--- src/rtl/msg_digit_serializer_if.sv ---
// rtl/msg_digit_serializer_if.sv - load/stream bundle for the message digit serializer
//
// Purpose: groups the message load handshake, flush control and the digit
// output stream so producer/consumer and serializer connect with one port.
// Ports (signals):
//   load_valid/load_ready  message load handshake
//   initial_msg            message to serialise (MSG_SIZE bits)
//   lsb_first              digit order, sampled with the message
//   flush                  synchronous abort of the current message
//   out_digit/out_valid/out_ready/out_last  digit stream
//   remaining              digits still to transfer, including the current one
// Modports: master = message source / digit consumer, slave = serializer.

interface msg_digit_serializer_if #(
    parameter int MSG_SIZE = 32,
    parameter int DIGIT_W  = 4
);
    localparam int N_DIGITS = MSG_SIZE / DIGIT_W;
    localparam int CNT_W    = $clog2(N_DIGITS + 1);

    logic                load_valid;
    logic                load_ready;
    logic [MSG_SIZE-1:0] initial_msg;
    logic                lsb_first;
    logic                flush;
    logic [DIGIT_W-1:0]  out_digit;
    logic                out_valid;
    logic                out_ready;
    logic                out_last;
    logic [CNT_W-1:0]    remaining;

    modport master (
        output load_valid, initial_msg, lsb_first, flush, out_ready,
        input  load_ready, out_digit, out_valid, out_last, remaining
    );

    modport slave (
        input  load_valid, initial_msg, lsb_first, flush, out_ready,
        output load_ready, out_digit, out_valid, out_last, remaining
    );
endinterface

--- src/rtl/msg_digit_serializer.sv ---
// rtl/msg_digit_serializer.sv - serialises a MSG_SIZE-bit message into DIGIT_W-bit digits
//
// Purpose: accepts a message over a valid/ready load handshake and emits it
// as MSG_SIZE/DIGIT_W digits, MSB- or LSB-first per message, over a
// valid/ready stream with backpressure. Back-to-back messages run without
// an idle cycle.
// Ports:
//   clk  rising-edge clock
//   rst  asynchronous active-high reset
//   bus  msg_digit_serializer_if.slave (load handshake, flush, digit stream)

module msg_digit_serializer #(
    parameter int MSG_SIZE = 32,
    parameter int DIGIT_W  = 4
) (
    input  logic                 clk,
    input  logic                 rst,
    msg_digit_serializer_if.slave bus
);
    localparam int N_DIGITS = MSG_SIZE / DIGIT_W;
    localparam int CNT_W    = $clog2(N_DIGITS + 1);

    typedef enum logic {
        IDLE  = 1'b0,
        SHIFT = 1'b1
    } state_t;

    state_t              state, state_nx;
    logic [MSG_SIZE-1:0] shreg, shreg_nx;
    logic [CNT_W-1:0]    rem_q, rem_nx;
    logic                lsb_mode, lsb_mode_nx;

    logic                valid_w;
    logic                last_w;
    logic                load_ready_w;
    logic                xfer;
    logic                load_acc;

    // All outputs come from registers plus out_ready/flush only, so the
    // load side never has a combinational path to the stream side.
    assign valid_w      = (state == SHIFT);
    assign last_w       = valid_w && (rem_q == CNT_W'(1));
    // Accept a new message while the final digit is leaving: zero-bubble
    // back-to-back messages.
    assign load_ready_w = !bus.flush && ((state == IDLE) || (last_w && bus.out_ready));
    assign xfer         = valid_w && bus.out_ready;
    assign load_acc     = bus.load_valid && load_ready_w;

    assign bus.out_valid  = valid_w;
    assign bus.out_last   = last_w;
    assign bus.load_ready = load_ready_w;
    assign bus.remaining  = rem_q;
    assign bus.out_digit  = !valid_w ? '0 :
                            lsb_mode ? shreg[DIGIT_W-1:0] :
                                       shreg[MSG_SIZE-1 -: DIGIT_W];

    always_ff @(posedge clk or posedge rst) begin
        if (rst) begin
            state    <= IDLE;
            shreg    <= '0;
            rem_q    <= '0;
            lsb_mode <= 1'b0;
        end else begin
            state    <= state_nx;
            shreg    <= shreg_nx;
            rem_q    <= rem_nx;
            lsb_mode <= lsb_mode_nx;
        end
    end

    always_comb begin
        state_nx    = state;
        shreg_nx    = shreg;
        rem_nx      = rem_q;
        lsb_mode_nx = lsb_mode;

        if (bus.flush) begin
            // A transfer on this cycle still completes at the consumer; the
            // rest of the message is simply discarded here.
            state_nx = IDLE;
            shreg_nx = '0;
            rem_nx   = '0;
        end else if (load_acc) begin
            // Covers both IDLE loads and a load overlapping the last transfer.
            state_nx    = SHIFT;
            shreg_nx    = bus.initial_msg;
            rem_nx      = CNT_W'(N_DIGITS);
            lsb_mode_nx = bus.lsb_first;
        end else if (xfer) begin
            shreg_nx = lsb_mode ? (shreg >> DIGIT_W) : (shreg << DIGIT_W);
            rem_nx   = rem_q - CNT_W'(1);
            if (last_w) begin
                state_nx = IDLE;
            end
        end
    end
endmodule

--- src/flat_wrapper.sv ---
// flat-port wrapper written by rule: the top's interface ports become plain ports
module msg_digit_serializer_flat 
#(
    parameter int MSG_SIZE = 32,
    parameter int DIGIT_W  = 4
)
  (clk, rst, bus_load_valid, bus_initial_msg, bus_lsb_first, bus_flush, bus_out_ready, bus_load_ready, bus_out_digit, bus_out_valid, bus_out_last, bus_remaining);
  msg_digit_serializer_if #(.MSG_SIZE(MSG_SIZE), .DIGIT_W(DIGIT_W)) bus_i ();
  input  logic clk;
  input  logic rst;
  input wire logic [$bits(bus_i.load_valid)-1:0] bus_load_valid;
  input wire logic [$bits(bus_i.initial_msg)-1:0] bus_initial_msg;
  input wire logic [$bits(bus_i.lsb_first)-1:0] bus_lsb_first;
  input wire logic [$bits(bus_i.flush)-1:0] bus_flush;
  input wire logic [$bits(bus_i.out_ready)-1:0] bus_out_ready;
  output wire logic [$bits(bus_i.load_ready)-1:0] bus_load_ready;
  output wire logic [$bits(bus_i.out_digit)-1:0] bus_out_digit;
  output wire logic [$bits(bus_i.out_valid)-1:0] bus_out_valid;
  output wire logic [$bits(bus_i.out_last)-1:0] bus_out_last;
  output wire logic [$bits(bus_i.remaining)-1:0] bus_remaining;
  assign bus_i.load_valid = bus_load_valid;
  assign bus_i.initial_msg = bus_initial_msg;
  assign bus_i.lsb_first = bus_lsb_first;
  assign bus_i.flush = bus_flush;
  assign bus_i.out_ready = bus_out_ready;
  assign bus_load_ready = bus_i.load_ready;
  assign bus_out_digit = bus_i.out_digit;
  assign bus_out_valid = bus_i.out_valid;
  assign bus_out_last = bus_i.out_last;
  assign bus_remaining = bus_i.remaining;
  msg_digit_serializer #(.MSG_SIZE(MSG_SIZE), .DIGIT_W(DIGIT_W)) u_core (.clk(clk), .rst(rst), .bus(bus_i));
endmodule
--- config.mk ---
export PLATFORM = sky130hd
export DESIGN_NAME = msg_digit_serializer_flat
export DESIGN_NICKNAME = d
export VERILOG_FILES = /design/src/rtl/msg_digit_serializer_if.sv /design/src/rtl/msg_digit_serializer.sv /design/src/flat_wrapper.sv
export SDC_FILE = /design/constraint.sdc
export NUM_CORES = 1
export LEC_CHECK = 0
export CAP_MARGIN = 20
export CORE_MARGIN = 2
export CORE_UTILIZATION = 46
export DETAILED_ROUTE_END_ITERATION = 10
export GPL_TIMING_DRIVEN = 0
export PLACE_DENSITY = 0.76
export SETUP_SLACK_MARGIN = 0.05
export SLEW_MARGIN = 15
export SYNTH_ARGS = -nofsm -noshare
export SYNTH_HDL_FRONTEND = slang
export SYNTH_SLANG_ARGS = --single-unit
--- constraint.sdc ---
create_clock -name clk -period 1.55 [get_ports clk]
set_input_delay 0.31 -clock clk [delete_from_list [all_inputs] [get_ports clk]]
set_output_delay 0.31 -clock clk [all_outputs]
set_load 0.005 [all_outputs]
After elaboration in Yosys (flattened, before gate mapping)
Cells that the tools add are included.
Word-level totals
  register bits: 38
  bits in latches: 0
  memory bits (writable): 0
  ROM bits: 0
  input bits: 38
  output and inout bits: 11
  word-level logic and storage cells: 32
  memories kept: 0
Cells by class
  add/subtract/negate cells: 1
  multipliers: 0
  divide/modulo/power cells: 0
  order comparisons: 0
  eq/ne operators: 1
  shifts and indexed selects: 0
  multiplexer cells: 13
  bitwise logic cells: 2
  reduce and logical (&&, ||, !) cells: 11
Operator list (count)
  $mux 32: 4
  $mux 4: 5
  $reduce_bool 3->1: 2
  $logic_and 1x1->1: 5
  $eq 4x1->1 const B: 1
  $mux 1: 4
  $reduce_and 2->1: 2
  $sub 4x1->4 const B: 1
  $not 1->1: 2
  $logic_not 1->1: 1
  $logic_or 1x1->1: 1

Logic depth before layout (Yosys ltp)
  depth after elaboration: 8
  mapped depth: 7
  gate-level depth less buffers: 6

Least setup slack after synthesis
No wires, ideal clock.
  path kind: register to register
  from: register u_core.rem_q[0], in the netlist u_core.bus.remaining[0]
  to: register u_core.rem_q[1], in the netlist u_core.bus.remaining[1]
  setup time: 87 ps
  arrival time: 1461 ps
  required time: 1463 ps
  setup slack: 2 ps
  stages on the path, launching flop included: 6
  path buffers: 0
  clock period less this slack: 1548 ps
  path through: dfrtp_1 > ha_1 > and4bb_4 > o21ai_2 > nand2b_2 > a211oi_2
On the way
  word-level cells in the longest chain between the ends: 8
  elaborated cells on any way between the ends: 11
RTL lines
  from (decl): line msg_digit_serializer.sv:30  | logic [CNT_W-1:0] rem_q, rem_nx;
  from (signal assigned): line msg_digit_serializer.sv:66  | rem_q <= rem_nx;
  branches (longest 8 deep; another with $sub 4x1->4)
Several ways; the timed one is not identified. The select of a mux whose other input is x is not followed.
A chain may end at the register's enable or synchronous reset.

Worst setup path in the final report
  from: register u_core.rem_q[1], in the netlist u_core.bus.remaining[1]
  to: register u_core.shreg[24]
On the way
  word-level cells in the longest chain between the ends: 8
  elaborated cells on any way between the ends: 9
RTL lines
  $eq 4x1->1 *: line msg_digit_serializer.sv:42  | assign last_w = valid_w && (rem_q == CNT_W'(1));
  $logic_and 1x1->1 *: line msg_digit_serializer.sv:42
  $logic_and 1x1->1 *: line msg_digit_serializer.sv:45  | assign load_ready_w = !bus.flush && ((state == IDLE) || (last_w && bus.out_ready));
  $logic_or 1x1->1 *: line msg_digit_serializer.sv:45
  $logic_and 1x1->1 *: line msg_digit_serializer.sv:45
  $logic_and 1x1->1 *: line msg_digit_serializer.sv:47  | assign load_acc = bus.load_valid && load_ready_w;
  $mux 32: line msg_digit_serializer.sv:83  | end else if (load_acc) begin
  $mux 32: line msg_digit_serializer.sv:77  | if (bus.flush) begin
  to (signal assigned): line msg_digit_serializer.sv:65  | shreg <= shreg_nx;
  to (decl): line msg_digit_serializer.sv:29  | logic [MSG_SIZE-1:0] shreg, shreg_nx;
Every way passes the cells marked *; elsewhere a longest branch is shown, timed or not.

==> impl_metrics.ini <==
[place]
numPortBuffers = 47
pre_cts_ws_ps = -506
dp_hpwl_microns = 4200
gp_congestion = 0.807

[setup_path]
arrival_ps = 1920
path_cells = inv_2 > ha_4 > nand4bb_4 > buf_6 > a21boi_4 > buf_6 > buf_8 > a211oi_1 > o21ai_1
path_buf_inv = 4
start_kind = flop
max_stage_delay_ps = 410
cp_common_cell = buf_6
cp_top_family = buffers and inverters
worstSetupEndpointType = flop
path_class = flop to flop
cp_slowest_cell = dfrtp_1
path_max_fanout = 6
cp.required_ps = 1770

[final_layout]
layout-drive-gt1-share_pct = 27.1
final_cell_mix = dfrtp_1, clkdlybuf4s50_1, nand2_1, o21ai_1, nand3_1
fin_nets = 368
antenna_cells = 0
area_delta_synth_final_pct = 48.0
fillers = 363
seqCellArea_sq_um = 953
multiInputGateArea_sq_um = 1310
final_common_cell = dfrtp_1

[clocking]
cts_hold_buffers = 0
clock_latency_ps = 300
clockRootBuffer = clkbuf_8
cts.sinks = 38
cts-buffers-inserted = 5
clockBufferDepth = 2
h-tree-depth = 2
cts.clk_slew.worst_paths_ps = 80
cts_tree = yes

[synth]
netlist_instances = 248
synth_edf_count = 0
syn_area_sq_um = 2270
synth_ff_type = dfrtp_1
yosys_warnings = 0
yosys.area.top_type = dfrtp_1
async_flop_share_pct = 100
ys_types = 36
ys_top_cells_by_area = dfrtp_1, nand2_1, mux2i_1
synth_fp_nets = 288
avgSynthCellArea_sq_um = 9.16
ys_seq_area_share_pct = 41.9
synth_top_area_share_pct = 41.9
synth_seq_cells = 38

[sta]
worst_pin_slew_ps = 574
drv_slew = 0
fin_tns_setup_ps = -3080
relSlewSlack_pct = 61.7
grt_setup_unrepaired = true
hold_viol = 0
skew_ps = 10.3
setup_viol = 30
setup_slack_ps = -147
min_period_over_period_pct = 109
fmax_ghz = 0.589
fin_crit_ps = 1700

[die]
dieArea_sq_um = 5510
core_region_area_sq_um = 4750
num_io_pins = 49
start_util_pct = 47.8
fp.dieW_microns = 74.3
die_y_microns = 74.3
rows = 25

[grt]
grt-ovfl-total = 0
grt_max_degree = 37
track_usage_pct = 23.9
grt_pass1_wl_microns = 9940
grt_pass1_vias = 2074
antenna_found_initial = 0

[pwr]
vdd_drop_max_uv = 385
p_leak_nw = 1.45
power_density_nw_per_um2 = 815

[routing]
firstDrtPassIters = 4
top_layer_used = met4
wl_met1_microns = 2970
wl_per_cell_microns = 17.2
drt-total-wl_microns = 6810
wl_met2_microns = 3400
postRouteAntennaNets = 0
num_vias = 2200
drc = 0
met3_length_microns = 349
drt_iter0_markers = 163
viasPerCell = 5.56

[run_status]
violations = setup timing
status = complete, but fails checks

[worst_hold_path]
hp-class = input port to async pin

[flow_run]
max-cap-violations = 0
path summary, 6_finish.rpt:
path	start	to	slack [ps]	cells past startpoint
min in group clk	bus_flush	u_core.bus.remaining[3]$_DFFE_PP0P_	330	2
worst max-delay path	u_core.bus.remaining[1]$_DFFE_PP0P_	u_core.shreg[24]$_DFFE_PP0P_	-150	9
max in group asynchronous	rst	u_core.bus.remaining[2]$_DFFE_PP0P_	970	3
worst min register to register	u_core.shreg[14]$_DFFE_PP0P_	u_core.shreg[14]$_DFFE_PP0P_	530	2
worst max register to register	u_core.bus.remaining[1]$_DFFE_PP0P_	u_core.shreg[24]$_DFFE_PP0P_	-150	9
worst min-delay path	rst	u_core.shreg[28]$_DFFE_PP0P_	190	2
synthesized netlist by cell type, drive strengths merged, types with 4 or more instances:
library cell  count
nand2            34
a21o              4
mux2i            13
clkbuf            4
nor2b            17
buf              16
inv               5
dfrtp            38
a22o              4
o21ai            34
a211oi           17
o211ai            8
nor2              8
a21oi            11
nand3            20
registers in the layout, summed over array words and instances (netlist names):
register and count:
u_core.shreg 32, u_core.bus.remaining 4, u_core.bus.out_valid 1, u_core.lsb_mode 1
layer usage:
metal / vias to the layer above / global-route usage [%]
met5: - / 0
met4: 0 / 7.94
met3: 7 / 4.74
met2: 83 / 38.9
met1: 1065 / 32.3
li1: 1045 / -
final cells by class:
type                       instances  share of cell area [%]
clock inverter                     2                    1.12
timing repair buffer              72                    20.4
tap                               67                    2.49
buffer                            20                    5.77
sequential                        38                    28.4
multi-input combinational        186                    39.0
clock buffer                       6                    2.16
inverter                           5                   0.670
worst reg2reg max path, delay by kind of cell, from the launching register on:
| kind | cells | cell delay (ps) |
|---|---|---|
| buf+inv | 4 | 550 |
| flops | 1 | 410 |
| compound gates | 3 | 360 |
| fa+ha+maj | 1 | 160 |
| simple gates | 1 | 150 |
stage by stage:
stage | area [sq um] | total power [mW] | hold WS [ps] | utilization [%] | cells
CTS | 3190 | 2.66 | 193 | 67.1 | 387
finish | 3360 | 2.74 | 189 | 70.7 | 396
detailed placement | 2850 | 1.73 | 499 | 60.0 | 363
global route | 3360 | 2.84 | 211 | 70.7 | 396
floorplan | 2280 | 1.49 | 415 | - | 248
global placement | 2830 | 1.71 | 495 | 59.6 | 362
cells by family (layout without fill, tap and decap cells):
kind of cell	after synthesis	in the layout	synth area share, %
DFF	38	38	41.9
and+or+nand+nor	88	88	20.6
AOI/OAI and AO/OA	79	80	22.4
muxes	13	13	5.90
xor gates and xnor gates	3	3	1.16
buffers and inverters	25	105	7.00
adders and majority gates	2	2	1.10
power breakdown:
| group | internal [mW] | switching [mW] |
|---|---|---|
| Sequential | 1.06 | 0.0723 |
| Combinational | 0.402 | 0.362 |
| Clock | 0.480 | 0.366 |
what timing repair did:
action | CTS | global route
gates cloned | 2 | 1
setup buffers | 15 | 8
setup endpoints to repair | 46 | 37
pin swaps | 18 | 31
resized for setup | 69 | 23
Power figures use the tool's default switching activity.
